--- config.mk ---
export PLATFORM = sky130hd
export DESIGN_NAME = bin_to_bcd_converter
export DESIGN_NICKNAME = d
export VERILOG_FILES = /design/src/rtl/bin_to_bcd_converter.sv
export SDC_FILE = /design/constraint.sdc
export NUM_CORES = 1
export LEC_CHECK = 0
export BUFFER_PORTS_ARGS = -buffer_cell sky130_fd_sc_hd__buf_4
export CAP_MARGIN = 10
export CORE_AREA = 2 2 99 101
export CTS_CLUSTER_SIZE = 12
export DETAILED_ROUTE_END_ITERATION = 16
export DIE_AREA = 0 0 101 103
export PLACE_DENSITY = 0.82
export SLEW_MARGIN = 15
export SYNTH_ARGS = -nofsm -noshare
export SYNTH_HDL_FRONTEND = slang
export SYNTH_SLANG_ARGS = --single-unit
--- constraint.sdc ---
create_clock -name clk_in -period 1.43 [get_ports clk_in]
set_input_delay 0.286 -clock clk_in [delete_from_list [all_inputs] [get_ports clk_in]]
set_output_delay 0.286 -clock clk_in [all_outputs]
set_load 0.05 [all_outputs]
--- src/rtl/bin_to_bcd_converter.sv ---
// Purpose: sequential double-dabble converter, unsigned binary -> packed BCD,
//          saturating to all-9s when the input exceeds 10^DIGITS-1.
// Latency: accept at edge 0 -> bcd_out/done_out updated at edge IN_WIDTH+1;
//          one conversion per IN_WIDTH+2 cycles.
// Backpressure: ready_out is low while converting; valid_in is ignored then
//          (not queued), bin_in is sampled only at accept.
// Ports:
//   clk_in       rising-edge clock
//   rst_n_in     asynchronous active-low reset
//   bin_in       unsigned value to convert (IN_WIDTH bits)
//   valid_in     bin_in valid; accepted when valid_in && ready_out
//   ready_out    idle, able to accept
//   bcd_out      registered BCD result, digit k in [4k+3:4k]
//   overflow_out last accepted value exceeded 10^DIGITS-1
//   done_out     one-cycle pulse when bcd_out/overflow_out were updated
module bin_to_bcd_converter #(
  parameter int IN_WIDTH = 27,
  parameter int DIGITS   = 8
) (
  input  logic                  clk_in,
  input  logic                  rst_n_in,
  input  logic [IN_WIDTH-1:0]   bin_in,
  input  logic                  valid_in,
  output logic                  ready_out,
  output logic [4*DIGITS-1:0]   bcd_out,
  output logic                  overflow_out,
  output logic                  done_out
);

  localparam int BW    = 4 * DIGITS;
  localparam int DW    = BW + IN_WIDTH;
  localparam int CNT_W = $clog2(IN_WIDTH + 1);
  // Compare width: 10^DIGITS < 16^DIGITS, so BW bits hold it; +4 gives headroom.
  localparam int CW    = BW + 4;

  function automatic logic [CW-1:0] max_decimal();
    logic [CW-1:0] p;
    p = CW'(1);
    for (int i = 0; i < DIGITS; i++) begin
      p = p * CW'(10);
    end
    return p - CW'(1);
  endfunction

  localparam logic [CW-1:0] MAX_DEC = max_decimal();

  typedef enum logic [1:0] {
    IDLE  = 2'd0,
    SHIFT = 2'd1,
    DONE  = 2'd2
  } state_t;

  state_t             state;
  state_t             state_nxt;
  // {scratch BCD digits, binary shift register} kept as one register so the
  // per-cycle shift moves the binary MSB straight into scratch bit 0.
  logic [DW-1:0]      dd;
  logic [DW-1:0]      dd_adj;
  logic [CNT_W-1:0]   cnt;
  logic               ovf;

  // State register
  always_ff @(posedge clk_in or negedge rst_n_in) begin
    if (!rst_n_in) begin
      state <= IDLE;
    end else begin
      state <= state_nxt;
    end
  end

  // Next-state logic
  always_comb begin
    state_nxt = state;
    case (state)
      IDLE:    if (valid_in) state_nxt = SHIFT;
      SHIFT:   if (cnt == CNT_W'(IN_WIDTH - 1)) state_nxt = DONE;
      DONE:    state_nxt = IDLE;
      default: state_nxt = IDLE;
    endcase
  end

  // Output logic
  always_comb begin
    ready_out = (state == IDLE);
  end

  // Add-3 correction on every scratch digit >= 5, digits independent.
  always_comb begin
    dd_adj = dd;
    for (int k = 0; k < DIGITS; k++) begin
      if (dd[IN_WIDTH + 4*k +: 4] >= 4'd5) begin
        dd_adj[IN_WIDTH + 4*k +: 4] = dd[IN_WIDTH + 4*k +: 4] + 4'd3;
      end
    end
  end

  // Datapath and registered outputs
  always_ff @(posedge clk_in or negedge rst_n_in) begin
    if (!rst_n_in) begin
      dd           <= '0;
      cnt          <= '0;
      ovf          <= 1'b0;
      bcd_out      <= '0;
      overflow_out <= 1'b0;
      done_out     <= 1'b0;
    end else begin
      done_out <= (state == DONE);
      case (state)
        IDLE: begin
          if (valid_in) begin
            dd  <= {{BW{1'b0}}, bin_in};
            cnt <= '0;
            ovf <= (CW'(bin_in) > MAX_DEC);
          end
        end
        SHIFT: begin
          dd  <= dd_adj << 1;
          cnt <= cnt + 1'b1;
        end
        DONE: begin
          // Saturated display for out-of-range inputs; scratch is garbage then.
          bcd_out      <= ovf ? {DIGITS{4'h9}} : dd[DW-1 -: BW];
          overflow_out <= ovf;
        end
        default: ;
      endcase
    end
  end

endmodule

## Word-level counts from Yosys, hierarchy flattened

Cells that the tools add are included.

- Logic and storage cells: 51
- Input bits: 30
- Register bits after elaboration: 101
- Output and inout bits: 35

- Equality and inequality tests: 5
- $lt $le $gt $ge: 9
- Multiplexer cells: 16
- Reductions and logical operators: 5
- $add $sub $neg: 9

Operators by type and width:

| operator | number |
|---|---|
| 59-bit one-hot mux with 2 select lines | 1 |
| 59-bit 2-to-1 mux | 1 |
| 4-bit by 3-bit >= comparator with 1-bit output (second input constant) | 8 |
| 32-bit 2-to-1 mux | 1 |
| 4-bit by 2-bit adder with 4-bit output (second input constant) | 7 |
| 4-bit 2-to-1 mux | 7 |
| 27-bit greater-than comparator (second input constant) | 1 |
| 5-bit one-hot mux with 2 select lines | 1 |
| 2-bit AND reduction | 3 |
| 5-bit by 1-bit adder with 5-bit output (second input constant) | 1 |
| 5-bit equality test (second input constant) | 1 |
| 5-bit 2-to-1 mux | 1 |
| 2-bit 2-to-1 mux | 2 |
| 2-bit != test (second input constant) | 2 |
| 2-bit one-hot mux with 2 select lines | 1 |
| 3-bit by 2-bit adder with 3-bit output (second input constant) | 1 |
| 3-bit 2-to-1 mux | 1 |
| 2-bit by 1-bit equality test with 1-bit output (second input constant) | 1 |
| 2-bit equality test (second input constant) | 1 |
| 2-bit logical NOT | 1 |
| 2-bit nonzero test | 1 |

## Longest topological paths before layout

Gate-level depths: netlist (run 1).

- Depth after elaboration: 3
- Mapped depth: 6
- Depth with buffers taken out: 6

## Least setup slack after synthesis (run 1)

No wires, ideal clock.

- Path type: register to register
- Start point: register state[1]
- End point: register ovf
- Data arrival time: 1.542 ns
- Data required time: 1.361 ns
- Period minus slack after synthesis: 1.611 ns
- Library setup time: 0.069 ns
- Stages on the path, launching flop included: 5
- Buffers on the path: 0
- Slack: -0.181 ns
- Path through: dfrtp_1 > nor2_1 > and2_1 > nand4_1 > nand3_1

- Cells in the longest elaborated chain, start to end: 2

Ends and longest elaborated chain:

| element | RTL line | source |
|---|---|---|
| start: declaration | 53 | `state_t state;` |
| start signal: assignment | 67 | `state <= state_nxt;` |
| 2-bit logical NOT | n/a |  |
| via ready_out | 24 | `output logic ready_out,` |
| 2-bit AND reduction (no source line) | n/a |  |
| end signal: assignment | 113 | `ovf <= (CW'(bin_in) > MAX_DEC);` |
| end: declaration | 60 | `logic ovf;` |

The timed path passes the listed nets, and every way through them passes these cells.
A chain may end at the register's enable or synchronous reset.

## Final worst setup path (run 1)

- Start point: register state[1]
- End point: output ready_out

- Cells in the longest elaborated chain, start to end: 1

Ends and longest elaborated chain:

| element | RTL line | source |
|---|---|---|
| 2-bit logical NOT | 84 | `ready_out = (state == IDLE);` |
| end: declaration | 24 |  |

Every way passes these cells.

==> qor_table.md, run 1 <==
| Metric | This run | Unit |
|:---|:---|:---|
| Synth Area per Inst | 9.769 | sq um |
| Terminating pin of the worst hold path | dd[0]$_DFFE_PN0P_ | - |
| Register-to-register setup slack | -30 | ps |
| Htree depth | 3 | - |
| Starting utilization of the core area | 50.40 | % |
| Total overflow reported by the global router | 0 | - |
| Family of cells with the greatest summed delay on the critical path | flip-flops | - |
| PortBufs | 64 | - |
| Top-level I/O count | 65 | - |
| Max Fclk | 671.0 | MHz |
| Total Die Area | 10,400 | sq um |
| Status | finished with violations | - |
| Stage delay of the slowest cell on the critical path | 420 | ps |
| Antenna viol nets, final | 0 | - |
| Die boundary height | 103 | microns |
| Final WL | 12.84 | mm |
| Floorplan core area | 9459 | sq um |
| Final Power | 16.79 | mW |
| Clock sinks | 101 | - |
| Transition at the pin with the smallest max-transition slack | 527.1 | ps |
| Proportion of layout cells with a drive suffix above 1 | 40.69 | % |
| Count of antenna diodes in the layout | 0 | - |
| Kind of launch point of the worst setup path | register | - |
| Cell area after synthesis | 4767 | sq um |
| Worst path cell trace | buf_6, nor2_4, buf_8 | - |
| Synth top area share | 53.02 | % |
| Part of the Yosys area used for sequential elements | 53.02 | % |
| Violated checks | setup timing | - |
| Average routed wire per standard cell | 17.81 | microns |
| Yosys top cell by area | sky130_fd_sc_hd__dfrtp_1 | - |
| Inserted Clock Buffers | 9 | - |
| Hold path cells | 3 | - |
| Detail-routed via count per cell | 5.727 | - |
| Final count of negative-setup-slack endpoints | 14 | - |
| Start point of the worst min-delay path | bin_in[0] | - |
| Required arrival time at the worst endpoint | 1140 | ps |
| Worst hold slack across all endpoints | 129.4 | ps |
| Via count of the first global-routing pass | 3,819 | - |
| CTS tree | done | - |
| Power density cells | 2522 | nW/um^2 |
| Top area cells in the synthesized netlist | sky130_fd_sc_hd__dfrtp_1 (53%), sky130_fd_sc_hd__nor2_1 (5.6%), sky130_fd_sc_hd__ha_1 (4.7%), sky130_fd_sc_hd__o31ai_1 (3.9%), sky130_fd_sc_hd__o21ai_0 (3.6%) | - |
| Clock-pin slew reported for the worst setup and hold paths after clock tree synthesis | 90 | ps |
| Maximum Capacitance Violations | 0 | - |
| Skew-Pair Late Insertion Delay | 370 | ps |
| Critical Path Sink Type | primary output | - |
| Yosys cell types | 36 | - |
| Global-route wire length before repair | 17.71 | mm |
| Final Critical Period | 1490 | ps |
| Root buffer cell | sky130_fd_sc_hd__clkbuf_8 | - |
| Predominant post-synthesis flop cell | sky130_fd_sc_hd__dfrtp_1 | - |
| WP data arrival | 1200 | ps |
| Unrepaired setup endpoints after global routing | yes | - |
| Final instance area | 6658 | sq um |
| Total cell area at the placement stage | 5580 | sq um |
| Clock tree buffer depth | 2 | - |
| Leakage Power | 3.003 | nW |
| Largest net degree at the start of global routing | 102 | - |
| Critical R2R Capture | dd[17]$_DFFE_PN0P_ | - |
| Proportion of register bits with asynchronous set or reset after synthesis | 100.0 | % |
| Row Count | 36 | - |
| Post-synthesis cell count | 488 | - |
| Antenna violations before repair | 0 | - |
| Worst max-slew margin expressed relative to the limit | 64.86 | % |
| Max-slew violations | 0 | - |
| Cell depth of the worst flop-to-flop path | 4 | - |
| Clock tree skew after final layout | 17.44 | ps |
| Most numerous cell types in the synthesized netlist | sky130_fd_sc_hd__dfrtp_1 (101), sky130_fd_sc_hd__nor2_1 (71), sky130_fd_sc_hd__nand2_1 (42) | - |
| Total count of hold-check failures in the final report | 0 | - |
| Post-route setup TNS | -261.1 | ps |
| Worst r2r src | state[0]$_DFFE_PN0P_ | - |
| Warning count from the yosys run | 0 | - |
| Placer congestion estimate | 0.8215 | - |
| Total half-perimeter wirelength after legalization and detailed placement | 6.883 | mm |
| Worst Hold Class | in2reg | - |
| Global routing usage summed across all routing layers | 21.52 | % |
| Top-count cell post-synth | sky130_fd_sc_hd__dfrtp_1 | - |
| DRC violation count after routing | 0 | - |
| Post-synth net total | 536 | - |
| Final Cycle Share | 104.2 | % |
| Maximum net fanout on the critical path | 5 | - |
| Number of enable flip-flop cells after synthesis | 0 | - |
| Routed via count | 4,129 | - |
| DRC violation total after the first TritonRoute iteration | 180 | - |
| Setup Crit Path Kind | reg2out | - |
| Number of storage elements in the synthesis netlist | 101 | - |
| Area growth syn-to-layout | 39.66 | % |
| Worst Path Buf+Inv | 2 | - |
| Worst-path cell with the longest stage delay | sky130_fd_sc_hd__dfrtp_1 | - |
| Highest ir drop seen on vdd | 0.001038 | V |
| Smallest setup slack after layout | -60.34 | ps |
| NumNets Final | 651 | - |
| 1st-pass router iterations | 4 | - |
| Chip Width | 101 | microns |
==> layout make-up <==
type / instances / area, sq um
inverter: 18 / 67.56
multi-input combinational: 337 / 2526
tap: 114 / 142.6
sequential: 101 / 2530
clock inverter: 6 / 71.32
fill: 636 / 2801
clock buffer: 9 / 123.9
timing repair buffer: 136 / 1196
==> power breakdown <==
part	switching, mW	total, mW	internal (mW)	leakage [nW]
combinational	5.18	9.75	4.58	1.69
sequential	1.13	5.19	4.06	1.22
clock	1.03	1.85	0.816	0.0923
==> sequential cells by signal, summed over array words and instances, names as in the netlist <==
signal	cells
ovf	1
overflow_out	1
bcd_out	32
dd	59
cnt	5
state	2
done_out	1
==> logic make-up (layout without fill, tap and decap cells) <==
kind of cell             after synthesis  count (layout)  share of synthesized area [%]
XOR/XNOR                              15              15                          2.756
adder cells (fa/ha/maj)               18              18                          4.724
flip-flops                           101             101                          53.02
AND/OR/NAND/NOR                      172             172                          16.22
buffers and inverters                 50             169                          4.987
multiplexers                          10              10                          2.284
AO/OA/AOI/OAI                        122             122                          16.01
==> placed cells by master (no fill, tap or decap), drive strengths merged, types with 2 or more instances in the layout <==
cell	instances
a21oi	8
a32o	8
and2	2
buf	132
clkbuf	12
clkinvlp	2
dfrtp	101
ha	18
inv	20
mux2	7
mux2i	3
nand2	42
nand2b	18
nand3	26
nand4	4
nor2	71
nor4b	2
o21ai	51
o22ai	25
o2bb2ai	2
o31ai	25
xnor2	8
xor2	7
==> routing by layer <==
metal / routed length [microns] / track usage [%]
met1: 5407 / 28.07
met2: 6394 / 36.26
met3: 670 / 4.678
met4: 367 / 6.757
met5: 0 / 0
==> repair_timing <==
| item | CTS | global route |
|---|---|---|
| pin swaps | 11 | 43 |
| hold buffers | 1 | 0 |
| setup endpoints to repair | 15 | 39 |
| gates resized for setup | 46 | 70 |
| hold endpoints to repair | 34 | 0 |
| cloned | 0 | 6 |
| setup buffers | 14 | 17 |
==> worst reg2reg max path, stage by stage, from the launching register on <==
cell and delay, ps:
sky130_fd_sc_hd__dfrtp_1 420, sky130_fd_sc_hd__or3b_4 520, sky130_fd_sc_hd__clkbuf_16 210, sky130_fd_sc_hd__o22ai_1 130, sky130_fd_sc_hd__nor2_1 70
==> metrics by stage <==
step	setup WS (ps)	utilization, %	instances
4_1_cts	-57.37	64.02	698
3_3_place_gp	10.51	58.99	668
2_1_floorplan	5.974	-	488
6_report	-60.34	70.38	721
3_5_place_dp	-63.44	58.99	668
5_1_grt	-105.6	70.38	721
==> worst max path at each step <==
| stage | from | end | depth (start not counted) |
|---|---|---|---|
| final | state[1]$_DFFE_PN0P_ | ready_out | 3 |
| after global placement | dd[43]$_DFFE_PN0P_ | dd[45]$_DFFE_PN0P_ | 6 |
| after CTS | state[0]$_DFFE_PN0P_ | ready_out | 3 |
| after floorplan | dd[27]$_DFFE_PN0P_ | dd[29]$_DFFE_PN0P_ | 6 |
| after global routing | state[1]$_DFFE_PN0P_ | ready_out | 3 |
| after detailed placement | dd[40]$_DFFE_PN0P_ | dd[41]$_DFFE_PN0P_ | 6 |
Power figures use the tool's default switching activity.
==> run 2, diff against run 1 <==
--- a/config.mk
+++ b/config.mk
@@ -7,11 +7,12 @@
 export LEC_CHECK = 0
 export BUFFER_PORTS_ARGS = -buffer_cell sky130_fd_sc_hd__buf_4
 export CAP_MARGIN = 10
-export CORE_AREA = 2 2 99 101
+export CORE_AREA = 2 2 113 115
 export CTS_CLUSTER_SIZE = 12
 export DETAILED_ROUTE_END_ITERATION = 16
-export DIE_AREA = 0 0 101 103
-export PLACE_DENSITY = 0.82
+export DIE_AREA = 0 0 115 117
+export PLACE_DENSITY = 0.67
+export SETUP_SLACK_MARGIN = 0.15
 export SLEW_MARGIN = 15
 export SYNTH_ARGS = -nofsm -noshare
 export SYNTH_HDL_FRONTEND = slang
==> qor_table.md, run 2 (synthesis gave the netlist of run 1 again) <==
| Metric | This run | Unit |
|:---|:---|:---|
| Status | finished with violations | - |
| Violated checks | setup timing | - |
| Count of antenna diodes in the layout | 0 | - |
| Critical Path Sink Type | register | - |
| Share of the core filled with cells | 59.56 | % |
| Worst-path cell with the longest stage delay | sky130_fd_sc_hd__or3b_4 | - |
| Largest net degree at the start of global routing | 68 | - |
| Maximum Capacitance Violations | 0 | - |
| Top reg by flops | dd | - |
| Worst r2r src | state[1]$_DFFE_PN0P_ | - |
| Top-level I/O count | 65 | - |
| Area growth syn-to-layout | 53.83 | % |
| Clock tree buffer depth | 2 | - |
| Via count of the first global-routing pass | 4,006 | - |
| Final Cycle Share | 102.1 | % |
| Worst Hold Class | in2reg | - |
| Required arrival time at the worst endpoint | 1670 | ps |
| Total overflow reported by the global router | 0 | - |
| Worst Path Buf+Inv | 2 | - |
| Final Critical Period | 1460 | ps |
| Antenna violations before repair | 0 | - |
| NumNets Final | 659 | - |
| Total half-perimeter wirelength after legalization and detailed placement | 7.344 | mm |
| Worst max-slew margin expressed relative to the limit | 69.80 | % |
| Final count of negative-setup-slack endpoints | 11 | - |
| Chip Width | 115 | microns |
| 1st-pass router iterations | 7 | - |
| Max-slew violations | 0 | - |
| Total Die Area | 13,460 | sq um |
| Global routing usage summed across all routing layers | 18.69 | % |
| Floorplan core area | 12,310 | sq um |
| Placer congestion estimate | 0.8040 | - |
| Clock sinks | 101 | - |
| Highest ir drop seen on vdd | 0.001138 | V |
| Kind of launch point of the worst setup path | register | - |
| Leakage Power | 3.252 | nW |
| Skew-Pair Late Insertion Delay | 350 | ps |
| Most used cells in the layout excluding fill and tap cells | sky130_fd_sc_hd__buf_4 (109), sky130_fd_sc_hd__dfrtp_1 (95), sky130_fd_sc_hd__nor2_1 (67) | - |
| Final WL | 13.55 | mm |
| Root buffer cell | sky130_fd_sc_hd__clkbuf_16 | - |
| Worst slack, placed | -14.54 | ps |
| Area used by multi-input combinational logic | 2816 | sq um |
| Clock-pin slew reported for the worst setup and hold paths after clock tree synthesis | 70 | ps |
| Row Count | 41 | - |
| Routed via count | 4,174 | - |
| Maximum net fanout on the critical path | 7 | - |
| WP data arrival | 1700 | ps |
| Startpoint of the worst setup timing path | state[1]$_DFFE_PN0P_ | - |
| DRC violation total after the first TritonRoute iteration | 202 | - |
| CTS tree | done | - |
| Setup Crit Path Kind | reg2reg | - |
| Start point of the worst min-delay path | bin_in[0] | - |
| Clock tree skew after final layout | 7.153 | ps |
| Global-route wire length before repair | 19.94 | mm |
| Largest registers ranked by flip-flop count | dd x59, bcd_out x32, cnt x5 | - |
| Smallest setup slack after layout | -30.29 | ps |
| Stage delay of the slowest cell on the critical path | 490 | ps |
| Sequential Area | 2535 | sq um |
| Antenna viol nets, final | 0 | - |
| Inserted Clock Buffers | 9 | - |
| Count of fill cells added during filler insertion | 984 | - |
| Total count of hold-check failures in the final report | 0 | - |
| Proportion of layout cells with a drive suffix above 1 | 47.73 | % |
| Transition at the pin with the smallest max-transition slack | 453.0 | ps |
| DRC violation count after routing | 0 | - |
| Average routed wire per standard cell | 17.69 | microns |
| Leading cell type in the layout, fill and taps excluded | sky130_fd_sc_hd__buf_4 | - |
| Worst hold slack across all endpoints | 149.0 | ps |
| PortBufs | 64 | - |
| Worst path cell trace | or3b_4, buf_12, buf_16, o22ai_4, nor2_1 | - |
| Family of cells with the greatest summed delay on the critical path | simple AND/OR/NAND/NOR gates | - |
| Unrepaired setup endpoints after global routing | yes | - |
| Die boundary height | 117 | microns |
| Power density cells | 2450 | nW/um^2 |
| Flip-flop count of the largest register, all copies and words added | 59 | - |
| Starting utilization of the core area | 38.72 | % |
| Detail-routed via count per cell | 5.449 | - |
| Htree depth | 3 | - |
| Max Fclk | 684.8 | MHz |
[run 2: path summary, 6_finish.rpt]
path | to | slack [ps] | cells after the start
worst max-delay path | dd[17]$_DFFE_PN0P_ | -30 | 5
worst min-delay path | dd[0]$_DFFE_PN0P_ | 150 | 3
worst max register to register | dd[17]$_DFFE_PN0P_ | -30 | 5
worst min register to register | bcd_out[12]$_DFFE_PN0P_ | 480 | 2
max in group asynchronous | dd[31]$_DFFE_PN0P_ | 530 | 3
min in group asynchronous | bcd_out[26]$_DFFE_PN0P_ | 480 | 3
[run 2: area by class of cell]
cell class | instances | share of cell area, %
multi-input cells | 338 | 38.41
flip-flops and latches | 101 | 34.57
repair buffers | 143 | 19.35
clock buffers | 9 | 3.071
well taps | 150 | 2.559
clock inverters | 7 | 1.092
inverters | 18 | 0.9555
[run 2: what timing repair did]
action | CTS | global route
pin swaps | 21 | 28
hold buffers | 1 | 0
cloned | 4 | 8
setup buffers | 13 | 25
setup endpoints to repair | 71 | 97
endpoints found under the hold margin | 67 | 0
gates resized for setup | 59 | 59
[run 2: stage by stage]
stage               area, sq um  setup TNS, ps  instances  power [mW]
detailed placement         5891         -17.13        699       12.83
floorplan                  5136              0        488       10.75
finish                     7333         -159.6        766       17.96
CTS                        6725         -12.22        733       16.73
global placement           5891              0        699       12.52
global route               7333          -1086        766       18.99
[run 2: layer usage]
metal / GRT usage (%) / part of all wire [%]
met5: 0 / 0
met4: 6.024 / 1.9
met2: 31.88 / 51
met3: 3.399 / 4.2
met1: 24.26 / 43
[run 2: worst reg2reg max path, cell delays in order (launching register included)]
cell,delay [ps]
sky130_fd_sc_hd__dfrtp_1,410
sky130_fd_sc_hd__or3b_4,490
sky130_fd_sc_hd__buf_12,170
sky130_fd_sc_hd__buf_16,140
sky130_fd_sc_hd__o22ai_4,100
sky130_fd_sc_hd__nor2_1,60
[run 2: report_power, final]
part | internal (mW) | total (mW) | switching [mW]
clock | 1.38 | 2.52 | 1.14
sequential | 4.07 | 5.24 | 1.17
combinational | 4.88 | 10.2 | 5.32
==> run 3, diff against run 2 <==
--- a/config.mk
+++ b/config.mk
@@ -7,10 +7,10 @@
 export LEC_CHECK = 0
 export BUFFER_PORTS_ARGS = -buffer_cell sky130_fd_sc_hd__buf_4
 export CAP_MARGIN = 10
-export CORE_AREA = 2 2 113 115
+export CORE_AREA = 2 2 96 135
 export CTS_CLUSTER_SIZE = 12
 export DETAILED_ROUTE_END_ITERATION = 16
-export DIE_AREA = 0 0 115 117
+export DIE_AREA = 0 0 98 137
 export PLACE_DENSITY = 0.67
 export SETUP_SLACK_MARGIN = 0.15
 export SLEW_MARGIN = 15
==> qor_table.md, run 3 (synthesis gave the netlist of run 1 again) <==
| Metric | This run | Unit |
|:---|:---|:---|
| Worst Hold Class | in2reg | - |
| Status | finished with violations | - |
| Violated checks | setup timing | - |
| Skew-Pair Late Insertion Delay | 340 | ps |
| PortBufs | 64 | - |
| Top reg by flops | dd | - |
| Maximum Capacitance Violations | 0 | - |
| Clock tree buffer depth | 2 | - |
| Global-route wire length before repair | 20.10 | mm |
| Final Cycle Share | 101.9 | % |
| Htree depth | 3 | - |
| Leading cell type in the layout, fill and taps excluded | sky130_fd_sc_hd__buf_4 | - |
| Worst max-slew margin expressed relative to the limit | 71.78 | % |
| Combinational share of power | 58.1 | % |
| Power density cells | 2531 | nW/um^2 |
| Floorplan core area | 12,190 | sq um |
| Final WL | 13.63 | mm |
| Count of antenna diodes in the layout | 0 | - |
| Largest net degree at the start of global routing | 34 | - |
| Area growth syn-to-layout | 52.91 | % |
| Max-slew violations | 0 | - |
| Clock-pin slew reported for the worst setup and hold paths after clock tree synthesis | 70 | ps |
| Clock tree skew after final layout | 11.48 | ps |
| Psw | 7.818 | mW |
| Starting utilization of the core area | 39.10 | % |
| Unrepaired setup endpoints after global routing | yes | - |
| Global routing usage summed across all routing layers | 18.52 | % |
| Sequential group share of total power | 28.2 | % |
| Root buffer cell | sky130_fd_sc_hd__clkbuf_16 | - |
| Average routed wire per standard cell | 17.80 | microns |
| Die boundary height | 137 | microns |
| Row Count | 48 | - |
| Design internal power | 10.64 | mW |
| Count of fill cells added during filler insertion | 988 | - |
| Final count of negative-setup-slack endpoints | 9 | - |
| Worst slack, placed | -41.55 | ps |
| WP data arrival | 1730 | ps |
| Transition at the pin with the smallest max-transition slack | 423.3 | ps |
| Highest ir drop seen on vdd | 0.001165 | V |
| Flip-flop count of the largest register, all copies and words added | 59 | - |
| DRC violation total after the first TritonRoute iteration | 186 | - |
| Antenna violations before repair | 0 | - |
| Leakage Power | 3.236 | nW |
| Placer congestion estimate | 0.7736 | - |
| Required arrival time at the worst endpoint | 1710 | ps |
| Sw Ratio | 42.37 | % |
| Antenna viol nets, final | 0 | - |
| NumNets Final | 659 | - |
| Inserted Clock Buffers | 9 | - |
| Total Die Area | 13,430 | sq um |
| Total half-perimeter wirelength after legalization and detailed placement | 7.674 | mm |
| Sequential Area | 2531 | sq um |
| Top-level I/O count | 65 | - |
| 1st-pass router iterations | 4 | - |
| Final Critical Period | 1457 | ps |
| CTS tree | done | - |
| Kind of launch point of the worst setup path | register | - |
| Chip Width | 98 | microns |
| Largest registers ranked by flip-flop count | dd x59, bcd_out x32, cnt x5 | - |
| DRC violation count after routing | 0 | - |
| Smallest setup slack after layout | -27.28 | ps |
| Critical Path Sink Type | register | - |
| Detail-routed via count per cell | 5.422 | - |
| Proportion of layout cells with a drive suffix above 1 | 47.40 | % |
| Maximum net fanout on the critical path | 14 | - |
| Clock sinks | 101 | - |
| Total count of hold-check failures in the final report | 0 | - |
| Power share of the clock group | 13.6 | % |
| Setup Crit Path Kind | reg2reg | - |
| Area used by multi-input combinational logic | 2780 | sq um |
| Total overflow reported by the global router | 0 | - |
| Max Fclk | 686.2 | MHz |
| Routed via count | 4,153 | - |
| Most used cells in the layout excluding fill and tap cells | sky130_fd_sc_hd__buf_4 (110), sky130_fd_sc_hd__dfrtp_1 (98), sky130_fd_sc_hd__nor2_1 (69) | - |
| Via count of the first global-routing pass | 4,003 | - |
| Share of the core filled with cells | 59.79 | % |
## run 3: cell types whose count changed in the layout (fill, tap and decap cells not counted), moves of 5 or more
cell,change
sky130_fd_sc_hd__o21ai_1,-9
sky130_fd_sc_hd__o21ai_2,+5
sky130_fd_sc_hd__o22ai_1,+12
sky130_fd_sc_hd__o22ai_2,-9
sky130_fd_sc_hd__o31ai_1,-6
sky130_fd_sc_hd__o31ai_2,+6
## run 3: timing repair
item	CTS	global route
cloned	4	5
pin swaps	9	21
hold endpoints to repair	21	0
resized for setup	46	66
buffers inserted	18	21
hold buffers	1	0
setup endpoints to repair	95	98
## run 3: final timing paths
check	startpoint	to	slack (ps)	cells past startpoint
worst max-delay path	state[1]$_DFFE_PN0P_	ovf$_DFFE_PN0P_	-30	5
worst min-delay path	bin_in[0]	dd[0]$_DFFE_PN0P_	170	3
worst max register to register	state[1]$_DFFE_PN0P_	ovf$_DFFE_PN0P_	-30	5
worst min register to register	bcd_out[28]$_DFFE_PN0P_	bcd_out[28]$_DFFE_PN0P_	480	2
max in group asynchronous	rst_n_in	dd[41]$_DFFE_PN0P_	510	3
min in group asynchronous	rst_n_in	dd[42]$_DFFE_PN0P_	430	2
## run 3: power by group through the flow
| stage | clock network (mW) | logic [mW] | registers [mW] |
|---|---|---|---|
| floorplan | 0 | 4.71 | 6.04 |
| global placement | 0 | 7.44 | 5.09 |
| detailed placement | 0 | 7.67 | 5.16 |
| CTS | 2.56 | 9.06 | 5.13 |
| global route | 2.70 | 11.4 | 5.36 |
| finish | 2.52 | 10.7 | 5.21 |
## run 3: final cells by class
cell class / instances / area share (%)
Timing Repair Buffer: 143 / 19.43
Clock inverter: 6 / 0.9269
Tap cell: 150 / 2.575
Clock buffer: 10 / 3.278
Sequential cell: 101 / 34.72
Inverter: 18 / 0.9269
Multi-Input combinational cell: 338 / 38.14
## run 3: stage by stage
step                      instances  setup TNS (ps)  hold WS [ps]  instance area, sq um  power, mW
final                           766          -112.0         166.2                  7289      18.45
after global routing            766           -1056         162.3                  7289      19.49
after CTS                       740          -6.881         155.5                  6715      16.75
after detailed placement        701          -72.37         256.2                  5918      12.84
after global placement          701          -25.99         251.7                  5918      12.53
after floorplan                 488               0        -9.591                  5136      10.75
## run 3: critical path, stage by stage (launching register included)
cell                      delay, ps
sky130_fd_sc_hd__dfrtp_1        400
sky130_fd_sc_hd__or3b_4         530
sky130_fd_sc_hd__buf_12         200
sky130_fd_sc_hd__nor2_4          80
sky130_fd_sc_hd__nand4_1         80
sky130_fd_sc_hd__nand3_1         90
## run 3: per-layer routing
layer / vias to the layer above / share of wire [%] / GRT usage, %
met3: 14 / 4.3 / 3.677
met2: 113 / 53 / 32.69
met5: - / 0 / 0
li1: 1956 / - / -
met4: 0 / 1.4 / 5.401
met1: 2070 / 41 / 23.03
